<file path="src/rtl/subpel_pkg.sv">
// Shared subpixel-interpolation definitions: pixel/window geometry, derived
// bus widths and the reference-loader state encoding.
package subpel_pkg;

  localparam int PIXEL_W = 8;
  localparam int WIN_DIM = 15;
  localparam int ROW_W   = PIXEL_W * WIN_DIM;   // 120
  localparam int WIN_W   = ROW_W * WIN_DIM;     // 1800
  localparam int IDX_W   = 4;

  localparam logic [IDX_W-1:0] LAST_ROW = IDX_W'(WIN_DIM - 1);

  typedef enum logic [0:0] {
    LD_FILL = 1'b0,
    LD_FULL = 1'b1
  } loader_state_e;

  // True when the row index addresses the final row of a window.
  function automatic logic is_last_row(input logic [IDX_W-1:0] idx);
    return (idx == LAST_ROW);
  endfunction

endpackage

</file>
<file path="src/rtl/ref_window_loader_if.sv">
// Row-in / window-out stream bundle between the frame fetch path, the
// reference window loader and the interpolator input buffer.
interface ref_window_loader_if;
  import subpel_pkg::*;

  logic [ROW_W-1:0] in_row;
  logic             in_valid;
  logic             in_last;
  logic             in_ready;
  logic [WIN_W-1:0] win_data;
  logic             win_valid;
  logic             win_ready;
  logic             err;

  // Environment side: supplies rows, consumes windows.
  modport master (
    output in_row, in_valid, in_last, win_ready,
    input  in_ready, win_data, win_valid, err
  );

  // Loader side.
  modport slave (
    input  in_row, in_valid, in_last, win_ready,
    output in_ready, win_data, win_valid, err
  );

endinterface

</file>
<file path="src/rtl/window_bank.sv">
// One WIN_DIM x ROW_W window bank: row-addressed write port and a flat,
// registered read of the whole window.
module window_bank
  import subpel_pkg::*;
(
  input  logic             clk,
  input  logic             rst,
  input  logic             wr_en_i,
  input  logic [IDX_W-1:0] wr_idx_i,
  input  logic [ROW_W-1:0] wr_row_i,
  output logic [WIN_W-1:0] win_o
);

  logic [ROW_W-1:0] rows_q [WIN_DIM];

  // Row storage: cleared on reset, one row written per accepted beat.
  always_ff @(posedge clk) begin
    if (!rst) begin
      for (int r = 0; r < WIN_DIM; r++) begin
        rows_q[r] <= '0;
      end
    end else if (wr_en_i && (wr_idx_i <= LAST_ROW)) begin
      rows_q[wr_idx_i] <= wr_row_i;
    end
  end

  // Flatten rows onto the window bus, row r at [r*ROW_W +: ROW_W].
  always_comb begin
    win_o = '0;
    for (int r = 0; r < WIN_DIM; r++) begin
      win_o[r*ROW_W +: ROW_W] = rows_q[r];
    end
  end

endmodule

</file>
<file path="src/rtl/ref_window_loader.sv">
// Reference window loader: packs 15 rows into a 15x15 pixel window and hands
// it to the interpolator. Framing errors on in_last produce a one-cycle err.
// Build option REF_LOADER_PINGPONG_EN: two banks, one filling while the other
// is presented; otherwise a single bank with a FILL/FULL state machine.
module ref_window_loader
  import subpel_pkg::*;
(
  input  logic                clk,
  input  logic                rst,
  ref_window_loader_if.slave  bus
);

  logic [IDX_W-1:0] row_idx_q, row_idx_d;
  logic             in_ready_q, in_ready_d;
  logic             win_valid_q, win_valid_d;
  logic             err_q, err_d;

  logic row_xfer_s;
  logic win_xfer_s;
  logic at_last_s;
  logic win_done_s;

  assign row_xfer_s = bus.in_valid && in_ready_q;
  assign win_xfer_s = win_valid_q && bus.win_ready;
  assign at_last_s  = is_last_row(row_idx_q);
  assign win_done_s = row_xfer_s && at_last_s;

  // Row counter and framing check; early in_last restarts the window.
  always_comb begin
    row_idx_d = row_idx_q;
    err_d     = 1'b0;
    if (row_xfer_s) begin
      err_d = (bus.in_last != at_last_s);
      if (at_last_s || bus.in_last) begin
        row_idx_d = 4'd0;
      end else begin
        row_idx_d = row_idx_q + 4'd1;
      end
    end else begin
      row_idx_d = row_idx_q;
    end
  end

`ifdef REF_LOADER_PINGPONG_EN

  logic [1:0]       full_q, full_d;
  logic             fill_sel_q, fill_sel_d;
  logic             pres_sel_q, pres_sel_d;
  logic [WIN_W-1:0] bank_win_s [2];

  for (genvar b = 0; b < 2; b++) begin : g_bank
    window_bank u_bank (
      .clk      (clk),
      .rst      (rst),
      .wr_en_i  (row_xfer_s && (fill_sel_q == 1'(b))),
      .wr_idx_i (row_idx_q),
      .wr_row_i (bus.in_row),
      .win_o    (bank_win_s[b])
    );
  end

  // Bank bookkeeping: completion fills the write bank, acceptance frees the
  // presented bank; both may happen in the same cycle.
  always_comb begin
    full_d     = full_q;
    fill_sel_d = fill_sel_q;
    pres_sel_d = pres_sel_q;
    if (win_xfer_s) begin
      full_d[pres_sel_q] = 1'b0;
      pres_sel_d         = ~pres_sel_q;
    end else begin
      pres_sel_d = pres_sel_q;
    end
    if (win_done_s) begin
      full_d[fill_sel_q] = 1'b1;
      fill_sel_d         = ~fill_sel_q;
    end else begin
      fill_sel_d = fill_sel_q;
    end
    in_ready_d  = ~(&full_d);
    win_valid_d = full_d[pres_sel_d];
  end

  // Bank select and full flag registers.
  always_ff @(posedge clk) begin
    if (!rst) begin
      full_q     <= 2'b00;
      fill_sel_q <= 1'b0;
      pres_sel_q <= 1'b0;
    end else begin
      full_q     <= full_d;
      fill_sel_q <= fill_sel_d;
      pres_sel_q <= pres_sel_d;
    end
  end

  // Present the bank selected for output.
  always_comb begin
    if (pres_sel_q) begin
      bus.win_data = bank_win_s[1];
    end else begin
      bus.win_data = bank_win_s[0];
    end
  end

`else

  loader_state_e    state_q, state_d;
  logic [WIN_W-1:0] bank_win_s;

  window_bank u_bank (
    .clk      (clk),
    .rst      (rst),
    .wr_en_i  (row_xfer_s),
    .wr_idx_i (row_idx_q),
    .wr_row_i (bus.in_row),
    .win_o    (bank_win_s)
  );

  // FILL/FULL next-state and registered handshake targets.
  always_comb begin
    state_d = state_q;
    case (state_q)
      LD_FILL: begin
        if (win_done_s) begin
          state_d = LD_FULL;
        end else begin
          state_d = LD_FILL;
        end
      end
      LD_FULL: begin
        if (win_xfer_s) begin
          state_d = LD_FILL;
        end else begin
          state_d = LD_FULL;
        end
      end
      default: state_d = LD_FILL;
    endcase
    in_ready_d  = (state_d == LD_FILL);
    win_valid_d = (state_d == LD_FULL);
  end

  // State register.
  always_ff @(posedge clk) begin
    if (!rst) begin
      state_q <= LD_FILL;
    end else begin
      state_q <= state_d;
    end
  end

  assign bus.win_data = bank_win_s;

`endif

  // Shared counter and handshake output registers.
  always_ff @(posedge clk) begin
    if (!rst) begin
      row_idx_q   <= 4'd0;
      in_ready_q  <= 1'b0;
      win_valid_q <= 1'b0;
      err_q       <= 1'b0;
    end else begin
      row_idx_q   <= row_idx_d;
      in_ready_q  <= in_ready_d;
      win_valid_q <= win_valid_d;
      err_q       <= err_d;
    end
  end

  assign bus.in_ready  = in_ready_q;
  assign bus.win_valid = win_valid_q;
  assign bus.err       = err_q;

endmodule

</file>
<file path="src/flat_wrapper.sv">
// flat-port wrapper written by rule: the top's interface ports become plain ports
module ref_window_loader_flat import subpel_pkg::*;
  (clk, rst, bus_in_row, bus_in_valid, bus_in_last, bus_win_ready, bus_in_ready, bus_win_data, bus_win_valid, bus_err);
  ref_window_loader_if bus_i ();
  input  logic clk;
  input  logic rst;
  input wire logic [$bits(bus_i.in_row)-1:0] bus_in_row;
  input wire logic [$bits(bus_i.in_valid)-1:0] bus_in_valid;
  input wire logic [$bits(bus_i.in_last)-1:0] bus_in_last;
  input wire logic [$bits(bus_i.win_ready)-1:0] bus_win_ready;
  output wire logic [$bits(bus_i.in_ready)-1:0] bus_in_ready;
  output wire logic [$bits(bus_i.win_data)-1:0] bus_win_data;
  output wire logic [$bits(bus_i.win_valid)-1:0] bus_win_valid;
  output wire logic [$bits(bus_i.err)-1:0] bus_err;
  assign bus_i.in_row = bus_in_row;
  assign bus_i.in_valid = bus_in_valid;
  assign bus_i.in_last = bus_in_last;
  assign bus_i.win_ready = bus_win_ready;
  assign bus_in_ready = bus_i.in_ready;
  assign bus_win_data = bus_i.win_data;
  assign bus_win_valid = bus_i.win_valid;
  assign bus_err = bus_i.err;
  ref_window_loader u_core (.clk(clk), .rst(rst), .bus(bus_i));
endmodule
</file>
<file path="config.mk">
export PLATFORM = sky130hd
export DESIGN_NAME = ref_window_loader_flat
export DESIGN_NICKNAME = d
export VERILOG_FILES = /design/src/rtl/subpel_pkg.sv /design/src/rtl/ref_window_loader_if.sv /design/src/rtl/window_bank.sv /design/src/rtl/ref_window_loader.sv /design/src/flat_wrapper.sv
export SDC_FILE = /design/constraint.sdc
export NUM_CORES = 2
export LEC_CHECK = 0
export CORE_AREA = 2 2 751 753
export DETAILED_ROUTE_END_ITERATION = 6
export DIE_AREA = 0 0 753 755
export DONT_BUFFER_PORTS = 1
export PLACE_DENSITY = 0.32
export SYNTH_ARGS = -nofsm -noshare
export SYNTH_HDL_FRONTEND = slang
export SYNTH_SLANG_ARGS = --single-unit
</file>
<file path="constraint.sdc">
create_clock -name clk -period 35.1 [get_ports clk]
set_clock_uncertainty 0.05 [all_clocks]
set_input_delay 3.51 -clock clk [delete_from_list [all_inputs] [get_ports clk]]
set_output_delay 3.51 -clock clk [all_outputs]
set_load 0.1 [all_outputs]
</file>
# --- Word-level counts from Yosys, hierarchy flattened ---
# Memories as Yosys holds them, arrays and structs flattened.
# Index checks and enable logic that the tools add are counted.
totals:
  reg_bits: 7
  latchBits: 0
  mem_bits_rw: 1800
  mem_bits_ro: 0
  in_bits: 125
  out_inout_bits: 1803
  word_cells: 29
  n_memories: 1
classes:
  n_addsub: 1
  multipliers: 0
  div: 0
  n_lt_le_gt_ge: 1
  eq_ne: 2
  shifts: 0
  mux: 11
  n_bitwise: 2
  n_reduce_logical: 7
memory_table:
  columns: ["memory", "words", "word_bits", "rd", "rd_ports_with_merged_regs", "wr", "line", "source"]
  rows:
  - ["u_core.u_bank.rows_q", 15, 120, 15, 0, 15, "window_bank.sv:14", "logic [ROW_W-1:0] rows_q [WIN_DIM];"]
ops:
  columns: ["op", "count"]
  rows:
  - ["$mux W120", 1]
  - ["$reduce_or A120 Y1", 1]
  - ["$mux W4", 2]
  - ["$mux W1", 7]
  - ["$add A4 B1 Y4 const B", 1]
  - ["$eq A4 B4 Y1 const B", 1]
  - ["$le A4 B4 Y1 const B", 1]
  - ["$logic_and A1 B1 Y1", 4]
  - ["$not A1 Y1", 2]
  - ["$pmux W1 S2", 1]
  - ["$reduce_and A2 Y1", 1]
  - ["$logic_or A1 B1 Y1", 1]
  - ["$ne A1 B1 Y1", 1]

# --- Longest topological paths before layout ---
logic_depth:
  depth_word: 7
  ltp_mapped: 8
  depth_no_buf: 7

# --- Hierarchy ---
# A second synthesis with hierarchy kept.
hier_totals:
  hier_cells: 4303
  hier_area_um2: 66252.3
by_module_without_submodules:
  columns: ["mod", "instances", "cells_per_inst", "area_each_um2", "seq_area_each_um2"]
  rows:
  - ["window_bank", 1, 4267, 65927.0, 54051.8]
  - ["ref_window_loader", 1, 36, 325.3, 140.1]

# --- Worst setup path after synthesis ---
# No wires, ideal clock.
synth_path:
  path_type: "in2reg"
  start: "in rst"
  end: "mem u_core.u_bank.rows_q[12][0] (netlist name), enable pin"
  setup_time_ns: 0.765
  t_arrival_ns: 12.698
  required_ns: 34.285
  slack_ns: 21.587
  stages: 6
  n_path_buf: 3
  path_cell_list: "buf_4 -> and3_1 -> buf_2 -> o2111ai_4 -> buf_2 -> o21ai_0"
synth_rtl:
  columns: ["item", "line", "source"]
  rows:
  - ["start, declared", "flat_wrapper.sv:6", "input logic rst;"]
  - ["end, declared", "window_bank.sv:14", null]

==> summary.md <==
| Metric | Value |
|---|---|
| Status | finished with violations |
| Failing checks | max-slew violations |
| Die area | 569000 um^2 |
| Sw frac | 32.5% |
| Die Ht | 755 um |
| Min-delay worst type | reg -> reg |
| Antenna violations before repair | 95 |
| PostCTS Resize Cnt | 0 |
| Clk root buf | clkbuf_16 |
| CP Capture Type | register |
| CP Launch Type | primary input |
| Final min period | 6.70 ns |
| Part of the power in combinational logic | 5.7% |
| Final WS setup | 28.40 ns |
| Drt drc | 0 |
| Die width | 753 um |
| Switching power | 1.86 mW |
| Multi-input gate area | 9910 um^2 |
| Syn nets | 4403 |
| Final Hold Fails | 0 |
| Routed WL | 436000 um |
| CP Class | in -> reg |
| Io pins | 1928 |
| Area Growth Syn to Fin | 30.7% |
| Total internal power | 3.86 mW |
| Synth Area in Adders | 0.0960% |
| Min-Delay Endpoint | u_core.row_idx_q[1]$_SDFFE_PN0P_ |
| Row Count | 275 |
| Total power per unit cell area | 67.2 nW/um^2 |
| Reg2Reg Depth | 7 |
| Slew headroom | -2.17% |
| Synth Area in Simple Gates | 14.6% |
| Routed wire length per instance | 35.0 um |
| Vias per cell | 3.27 |
| Number of routed nets with antenna violations | 0 |
| Hold path startpoint | u_core.row_idx_q[1]$_SDFFE_PN0P_ |
| Core footprint | 560000 um^2 |
| Maximum vdd drop | 42.5 uV |
| Largest family of logic cells by synthesized area | simple AND/OR/NAND/NOR gates |
| Total power | 5.72 mW |
| Buffers on Ports | 0 |
| CTS Sinks | 1807 |
| XOR/XNOR Fraction of Synth Area | 0% |
| Register area share after synthesis | 83.2% |
| Reg-to-reg slack, setup | 30.30 ns |
| CTS tree | done |
| Fin Setup TNS | 0 ns |
| Clock buffer depth | 4 |
| Syn Area/Cell | 15.2 um^2 |
| Final setup violation count | 0 |
| Pre-CTS setup slack | 27.31 ns |
| FF/Latch Area | 54200 um^2 |
| Share of power burned in registers | 51.7% |
| Cell Area, Synth | 65100 um^2 |
| Critical Path AT | 7.17 ns |
| Post-synthesis mux area share | 0% |
| Vias in the first global route | 40.2k |
| Reg2reg start | u_core.bus.in_ready$_SDFF_PN0_ |
| Global route overflow | 0 |
| Count of cell types in the netlist | 24 |
| Final #Nets | 4863 |
| Warnings from Yosys | 0 |
| Yosys reg bits | 1807 |
| Clk_lat worst skew | 0.93 ns |
| Total GRT Usage | 14.7% |
| Clock power share | 42.6% |
| Hold Crit Depth | 2 |
| LEAKAGE | 28.1 nW |
| Placed insts | 12.0k |
| Pins over their slew limit | 44 |
| Post-CTS Setup Repair Bufs | 0 |
| Reg clk slew, reported paths | 0.06 ns |
| Worst r2r dst | u_core.u_bank.rows_q[3][78]$_SDFFCE_PN0P_ |
| Slew @ Worst Pin | 1.53 ns |
| Initial drt markers | 5024 |
| Post-Layout Cell Count | 12.5k |
| Min Hold Slack | 0.506 ns |
| Setup repair after global routing missed its margin | no |
| CP required | 35.57 ns |
| Compound-Gate Fraction of Synth Area | 0.184% |
| # hold bufs at CTS | 0 |
| DP Wirelength | 335000 um |
| Initial core utilization | 11.6% |
| Syn Inst Count | 4273 |
| Gpl congestion | 0.858 |
| Crit path max fanout | 102 |
| Drt pass-1 iters | 7 |
| Share of cells above drive strength 1 | 17.0% |
| TritonCTS Buffers | 225 |
| H-Tree Depth | 4 |
| Final Cycle Share | 19.1% |
| Fmax | 149 MHz |
| First-pass GRT wire length | 535000 um |
| Vias | 40.8k |
| Largest net degree at the start of global routing | 111 |
| Max-cap violations | 0 |
| # fillers | 61.9k |
routing by layer:
layer	vias up	wire, um	GRT usage (%)
met5	-	13	0
met4	2	11500	3.69
met3	431	47400	6.05
met2	2784	200000	23.6
met1	21721	177000	18.2
li1	15821	-	-
state kept, by name, indices dropped and copies added, names as in the netlist:
name,count
u_core.u_bank.rows_q,1800
u_core.row_idx_q,4
u_core.bus.err,1
u_core.bus.in_ready,1
u_core.state_q,1
worst max-delay path, cell delays in order:
cell and delay, ns:
and3_1 0.47, nand2_4 0.36, buf_12 0.35, o21ai_4 0.90, buf_4 0.73, buf_4 0.69
worst max-delay path by stage:
stage | depth (start not counted) | from | slack (ns) | to
after detailed placement | 6 | rst | 27.31 | u_core.u_bank.rows_q[3][2]$_SDFFCE_PN0P_
final | 6 | rst | 28.40 | u_core.u_bank.rows_q[3][78]$_SDFFCE_PN0P_
after CTS | 6 | rst | 28.38 | u_core.u_bank.rows_q[3][1]$_SDFFCE_PN0P_
after global routing | 6 | rst | 28.24 | u_core.u_bank.rows_q[3][1]$_SDFFCE_PN0P_
after floorplan | 6 | rst | 21.59 | u_core.u_bank.rows_q[12][0]$_SDFFCE_PN0P_
after global placement | 6 | rst | 27.38 | u_core.u_bank.rows_q[3][87]$_SDFFCE_PN0P_
cell usage in the layout, fill, tap and decap left out, types with 3 or more instances in the layout:
cell / count
a21oi_1: 3
and2_1: 482
buf_12: 35
buf_4: 440
bufinv_16: 25
clkbuf_1: 30
clkbuf_16: 226
clkinv_1: 49
clkinv_16: 5
clkinv_2: 38
clkinv_4: 8
clkinvlp_4: 14
dfxtp_1: 7
diode_2: 80
edfxtp_1: 1800
ha_4: 3
inv_1: 7
inv_16: 3
inv_6: 9
inv_8: 7
nand2_1: 365
nand2_4: 3
nand2b_4: 3
nand3_1: 4
nor2_1: 1322
nor2b_1: 3
o21ai_4: 12
cells by family (layout without fill, tap and decap cells):
group,Yosys count,in the layout
flip-flops,1807,1807
buffers and inverters,249,897
AND/OR/NAND/NOR,2193,2193
AO/OA/AOI/OAI,19,19
adder cells (fa/ha/maj),5,5
other,0,80
power groups by stage:
stage                     logic (mW)  clock network [mW]  registers, mW
after floorplan               0.0556                   0           3.11
after global placement         0.333                   0           3.01
after detailed placement       0.334                   0           3.00
final                          0.328                2.44           2.96
after CTS                      0.334                2.50           2.96
after global routing           0.337                2.57           2.96
area by class of cell:
type	instances	area share (%)
Timing Repair Buffer	475	4.70
Clock buffer	256	6.77
Sequential cell	1807	63.6
Tap cell	7479	11.0
Inverter	7	0.0309
Multi-Input combinational cell	2217	11.6
Clock inverter	159	1.98
Antenna cell	80	0.235
per-stage QoR:
stage | cell area [um^2] | util (%)
floorplan | 65100 | -
global placement | 77500 | 13.8
detailed placement | 77500 | 13.8
CTS | 84900 | 15.2
global route | 85000 | 15.2
finish | 85100 | 15.2
cell usage after synthesis:
cell type  instances  area share, %
clkbuf_1          76           0.44
buf_2            106           0.81
inv_1              7          0.040
nand2b_1           5          0.048
o31ai_1            1          0.012
ha_1               5          0.096
buf_4             32           0.37
o2111ai_4          1          0.040
nand4_1            2          0.019
and2_1           482            4.6
a21oi_1            3          0.023
edfxtp_1        1800             83
dfxtp_1            7           0.22
nor2b_1            3          0.029
and3_1             3          0.029
nor2_1          1323            7.6
nand2_1          368            2.1
o21ai_0           13           0.10
a31oi_1            1         0.0096
nor3_2             1          0.015
or3_1              2          0.019
buf_6             10           0.17
nand3_1            4          0.031
clkbuf_2          18           0.14
Note: power is estimated with default switching activity, not from simulation.
